<file path="src/rtl/fetch_stage.sv">
// RV32I instruction-fetch stage: owns the PC, runs the imem req/gnt/rvalid
// handshake and drives the IF/ID register, with a 1-entry hold buffer.
module fetch_stage #(
    parameter logic [31:0] RESET_ADDR = 32'h0000_0000,
    parameter logic [31:0] NOP_INST   = 32'h0000_0013
) (
    input  logic        i_clk,
    input  logic        i_rst,
    input  logic        i_stall_pc,
    input  logic        i_stall_if_id,
    input  logic        i_redirect,
    input  logic [31:0] i_redirect_pc,
    output logic        o_imem_req,
    output logic [31:0] o_imem_addr,
    input  logic        i_imem_gnt,
    input  logic        i_imem_rvalid,
    input  logic [31:0] i_imem_rdata,
    output logic        o_if_id_valid,
    output logic [31:0] o_if_id_pc,
    output logic [31:0] o_if_id_pc_plus4,
    output logic [31:0] o_if_id_inst
);

    typedef enum logic [1:0] {
        IDLE,
        REQ,
        WAIT
    } state_t;

    state_t      state;
    logic [31:0] pc;
    logic [31:0] fetch_pc;
    logic [31:0] hold_pc;
    logic [31:0] hold_inst;
    logic        hold_valid;
    logic        discard;

    logic        if_id_valid;
    logic [31:0] if_id_pc;
    logic [31:0] if_id_pc_plus4;
    logic [31:0] if_id_inst;

    logic        req;
    logic        fire;
    logic        resp;
    logic        take;
    logic        unused_lsb;

    assign req  = (state == REQ) && !i_stall_pc && !hold_valid;
    assign fire = req && i_imem_gnt;
    assign resp = (state == WAIT) && i_imem_rvalid;
    assign take = resp && !discard;

    assign unused_lsb = ^i_redirect_pc[1:0];

    assign o_imem_req       = req;
    assign o_imem_addr      = pc;
    assign o_if_id_valid    = if_id_valid;
    assign o_if_id_pc       = if_id_pc;
    assign o_if_id_pc_plus4 = if_id_pc_plus4;
    assign o_if_id_inst     = if_id_inst;

    always_ff @(posedge i_clk) begin
        if (i_rst) begin
            state          <= IDLE;
            pc             <= RESET_ADDR;
            fetch_pc       <= RESET_ADDR;
            hold_pc        <= 32'd0;
            hold_inst      <= NOP_INST;
            hold_valid     <= 1'b0;
            discard        <= 1'b0;
            if_id_valid    <= 1'b0;
            if_id_pc       <= 32'd0;
            if_id_pc_plus4 <= 32'd4;
            if_id_inst     <= NOP_INST;
        end else if (i_redirect) begin
            pc          <= {i_redirect_pc[31:2], 2'b00};
            hold_valid  <= 1'b0;
            if_id_valid <= 1'b0;
            if_id_inst  <= NOP_INST;
            // a response still owed by memory must be swallowed on arrival
            if (fire || (state == WAIT && !i_imem_rvalid)) begin
                discard <= 1'b1;
                state   <= WAIT;
            end else begin
                discard <= 1'b0;
                state   <= REQ;
            end
        end else begin
            unique case (state)
                IDLE: state <= REQ;
                REQ: begin
                    if (fire) begin
                        fetch_pc <= pc;
                        pc       <= pc + 32'd4;
                        state    <= WAIT;
                    end
                end
                WAIT: begin
                    if (i_imem_rvalid) begin
                        state <= REQ;
                    end
                end
                default: state <= IDLE;
            endcase

            if (resp) begin
                discard <= 1'b0;
            end

            if (take && i_stall_if_id) begin
                hold_pc    <= fetch_pc;
                hold_inst  <= i_imem_rdata;
                hold_valid <= 1'b1;
            end

            // buffered word is older than any new response
            if (!i_stall_if_id) begin
                if (hold_valid) begin
                    if_id_valid    <= 1'b1;
                    if_id_pc       <= hold_pc;
                    if_id_pc_plus4 <= hold_pc + 32'd4;
                    if_id_inst     <= hold_inst;
                    hold_valid     <= 1'b0;
                end else if (take) begin
                    if_id_valid    <= 1'b1;
                    if_id_pc       <= fetch_pc;
                    if_id_pc_plus4 <= fetch_pc + 32'd4;
                    if_id_inst     <= i_imem_rdata;
                end else begin
                    if_id_valid <= 1'b0;
                    if_id_inst  <= NOP_INST;
                end
            end
        end
    end

endmodule
</file>
<file path="config.mk">
export PLATFORM = sky130hd
export DESIGN_NAME = fetch_stage
export DESIGN_NICKNAME = d
export VERILOG_FILES = /design/src/rtl/fetch_stage.sv
export SDC_FILE = /design/constraint.sdc
export NUM_CORES = 1
export LEC_CHECK = 0
export CORE_AREA = 2 2 141 143
export CTS_CLUSTER_SIZE = 14
export DETAILED_ROUTE_END_ITERATION = 10
export DIE_AREA = 0 0 143 145
export HOLD_SLACK_MARGIN = 0.1
export MAX_ROUTING_LAYER = met4
export PLACE_DENSITY_LB_ADDON = 0.12
export REMOVE_ABC_BUFFERS = 1
export SLEW_MARGIN = 40
export SYNTH_ARGS = -nofsm -noshare
export SYNTH_HDL_FRONTEND = slang
export SYNTH_SLANG_ARGS = --single-unit
</file>
<file path="constraint.sdc">
create_clock -name i_clk -period 3.1 [get_ports i_clk]
set_input_delay 0.62 -clock i_clk [delete_from_list [all_inputs] [get_ports i_clk]]
set_output_delay 0.62 -clock i_clk [all_outputs]
set_load 0.1 [all_outputs]
</file>
==> flow_summary.ini <==
[worst_setup_path]
worst-path-max-fanout = 23
critPathSlowestCell = dfxtp_4
start_kind = flop
cp_top_family = simple AND/OR/NAND/NOR gates
critPathBufInv = 1
cp.required_ns = 3.50
arrival_ns = 2.91
path_cells = buf_4 -> nand3_1 -> o21ai_1 -> nand3_2 -> or4_1 -> a32o_1
critPathMaxStageDelay_ns = 0.56
crit_type = flop to flop
end_kind = flop

[synthesis]
yosysUniqueCellTypes = 61
synth_edf_count = 0
synthSimpleGateAreaFrac_pct = 23.5
synthTopCellsByCount = nand2_1, dfxtp_1, a21oi_1
synth-xor-area-share_pct = 2.44
synth-compound-area-share_pct = 16.9
async_flop_share_pct = 0
muxShareOfSynthArea_pct = 7.15
synthesis.area_mm2 = 0.00971
synth_area_per_cell_um2 = 8.19
synth_top_cell_by_area = dfxtp_1
yosysWarningCount = 0
synth_top_family_by_area = simple AND/OR/NAND/NOR gates
synth-main-ff-cell = dfxtp_1
synth_cells = 1186
synth-seq-area-share_pct = 45.2
synth.most_common_cell = nand2_1
synth-adder-area-share_pct = 0.258
synthTopCellsByArea = dfxtp_1, nand2_1, mux2i_1, a21oi_1, a211oi_1
ys_ff_latch = 219
netlist.area_leader.share_pct = 45.2

[routing]
totalWireLength_um = 25300
vias_per_cell = 5.42
post_drt_wl_per_cell_um = 15.5
firstDrtPassIters = 5
dr_total_vias = 8836
ant_nets = 0
drc = 0
drt_iter0_markers = 475

[grt]
grt_use_met3_pct = 2.67
grt_first_pass_wirelength_um = 41100
grt_remaining_overflow = 0
antenna_found_initial = 0
busiest_layer = met2
grt_max_degree = 115
grtUsageTotal_pct = 24.4
met2_usage_pct = 37.4
grt_pass1_vias = 8022
grt_util_met1_pct = 35.0

[layout]
nets = 1422
area_delta_synth_final_pct = 27.0
fin_util_pct = 64.2
final_cells = 1629
finish.instance_area_mm2 = 0.0123
drive_gt1_share_pct = 16.1
n_antenna_cell = 0

[worst_hold_path]
hold_path_class = flop to flop

[sta]
slew_violations = 0
rsz0062_at_grt = false
period_share_pct = 81.0
hold_ws_ns = 0.441
timing.final.crit_period_ns = 2.51
setup_tns_ns = 0
clock.fmax_mhz = 398
fin_skew_ns = 0.00807
slew_headroom_pct = 53.7
worstMarginPinSlew_ns = 0.675
setup_viol = 0
setup_ws_ns = 0.589
hold_viol_final = 0

[pwr]
leakage_nw = 4.31
p_int_mw = 4.53
sw_frac_of_total_pct = 25.8
p_per_area_mw_per_mm2 = 495
ir_worst_vdd_mv = 0.429
p_sw_mw = 1.57
combPwrFrac_pct = 9.9
clkPwrFrac_pct = 42.4
totalPowerFinal_mw = 6.10
seqPwrFrac_pct = 47.7

[clocking]
cts_buffers = 23
cts_buffer_depth = 3
clk_latency_ns = 0.51
postCtsResizedCells = 0
hold_buffers = 0
path_clk_slew_ns = 0.06
cts_tree = done
cts_max_level = 1
cts_num_sinks = 219
postCtsSetupRepairBufs = 0
clockRootBuffer = clkbuf_16

[die]
die_area_mm2 = 0.0207
rows = 51
start_util_pct = 50.5
die-width_um = 143
coreArea_mm2 = 0.0192
die_y_um = 145
ios = 201

[placement]
dp.final_hpwl_um = 17200
gp_congestion = 0.881
place_ws_ns = 0.250
post_dp_cell_area_mm2 = 0.0116
placed_cells = 1589
port_buffers = 192

[run]
cap_viol_max_count = 0

[status]
outcome = finished, final reports clean
worst paths after layout:
check | start | end | slack, ns | cells after the start
max | hold_valid | o_if_id_pc_plus4[30] | 0.59 | 6
min | o_if_id_pc_plus4[2] | o_if_id_pc_plus4[2] | 0.44 | 2
max reg2reg | hold_valid | o_if_id_pc_plus4[30] | 0.59 | 6
min reg2reg | o_if_id_pc_plus4[2] | o_if_id_pc_plus4[2] | 0.44 | 2
power by group through the flow:
stage / logic, mW / registers, mW / clock network [mW]
6_report: 0.605 / 2.91 / 2.59
5_1_grt: 0.638 / 2.91 / 2.75
4_1_cts: 0.606 / 2.90 / 2.64
3_5_place_dp: 0.604 / 2.97 / 0
3_3_place_gp: 0.602 / 2.97 / 0
2_1_floorplan: 0.153 / 3.17 / 0
worst reg2reg max path: cells and delay by family (launching register included):
kind / cells / cell delay [ns]
and+or+nand+nor: 3 / 0.90
AOI/OAI and AO/OA: 2 / 0.54
buffers and inverters: 1 / 0.41
DFF: 1 / 0.56
cells in the final DEF (no fill, tap or decap), types with 8 or more instances in the layout:
master / synthesis / routed
mux2i_1: 66 / 66
nand3_1: 35 / 34
nor3_1: 22 / 22
clkdlybuf4s50_1: 0 / 67
clkbuf_16: 0 / 23
a21oi_1: 115 / 115
xnor2_1: 22 / 22
nor4_1: 15 / 15
a311oi_1: 8 / 8
nand2_1: 278 / 278
a211oi_1: 42 / 42
o21ai_0: 47 / 46
dfxtp_1: 219 / 218
nor2_1: 67 / 66
buf_4: 10 / 152
inv_1: 10 / 10
nand4_1: 23 / 23
cell families after synthesis:
| logic type | after synthesis |
|---|---|
| adders and majority gates | 2 |
| and+or+nand+nor | 499 |
| AOI/OAI and AO/OA | 265 |
| other | 1 |
| DFF | 219 |
| xor gates and xnor gates | 27 |
| buffers and inverters | 104 |
| muxes | 69 |
cell type report:
cell class / instances / area [um2]
fillers: 1718 / 6880
well taps: 265 / 332
clock buffers: 33 / 663
multi-input cells: 868 / 4910
flip-flops and latches: 219 / 4390
repair buffers: 226 / 1950
inverters: 11 / 41.3
clock inverters: 7 / 45.0
sequential cells by signal, indices dropped and copies added (netlist names):
name	count
o_imem_addr	30
hold_valid	1
o_if_id_pc	30
o_if_id_valid	1
discard	1
o_if_id_inst	32
o_if_id_pc_plus4	30
hold_inst	32
hold_pc	30
state	2
fetch_pc	30
metal layers:
layer,wire length [um],part of all wire (%),vias up
li1,-,-,4491
met1,12000,47,4027
met2,11400,45,284
met3,1520,6.0,34
met4,386,1.5,0
met5,0,0,-
(Power assumes the default switching activity.)
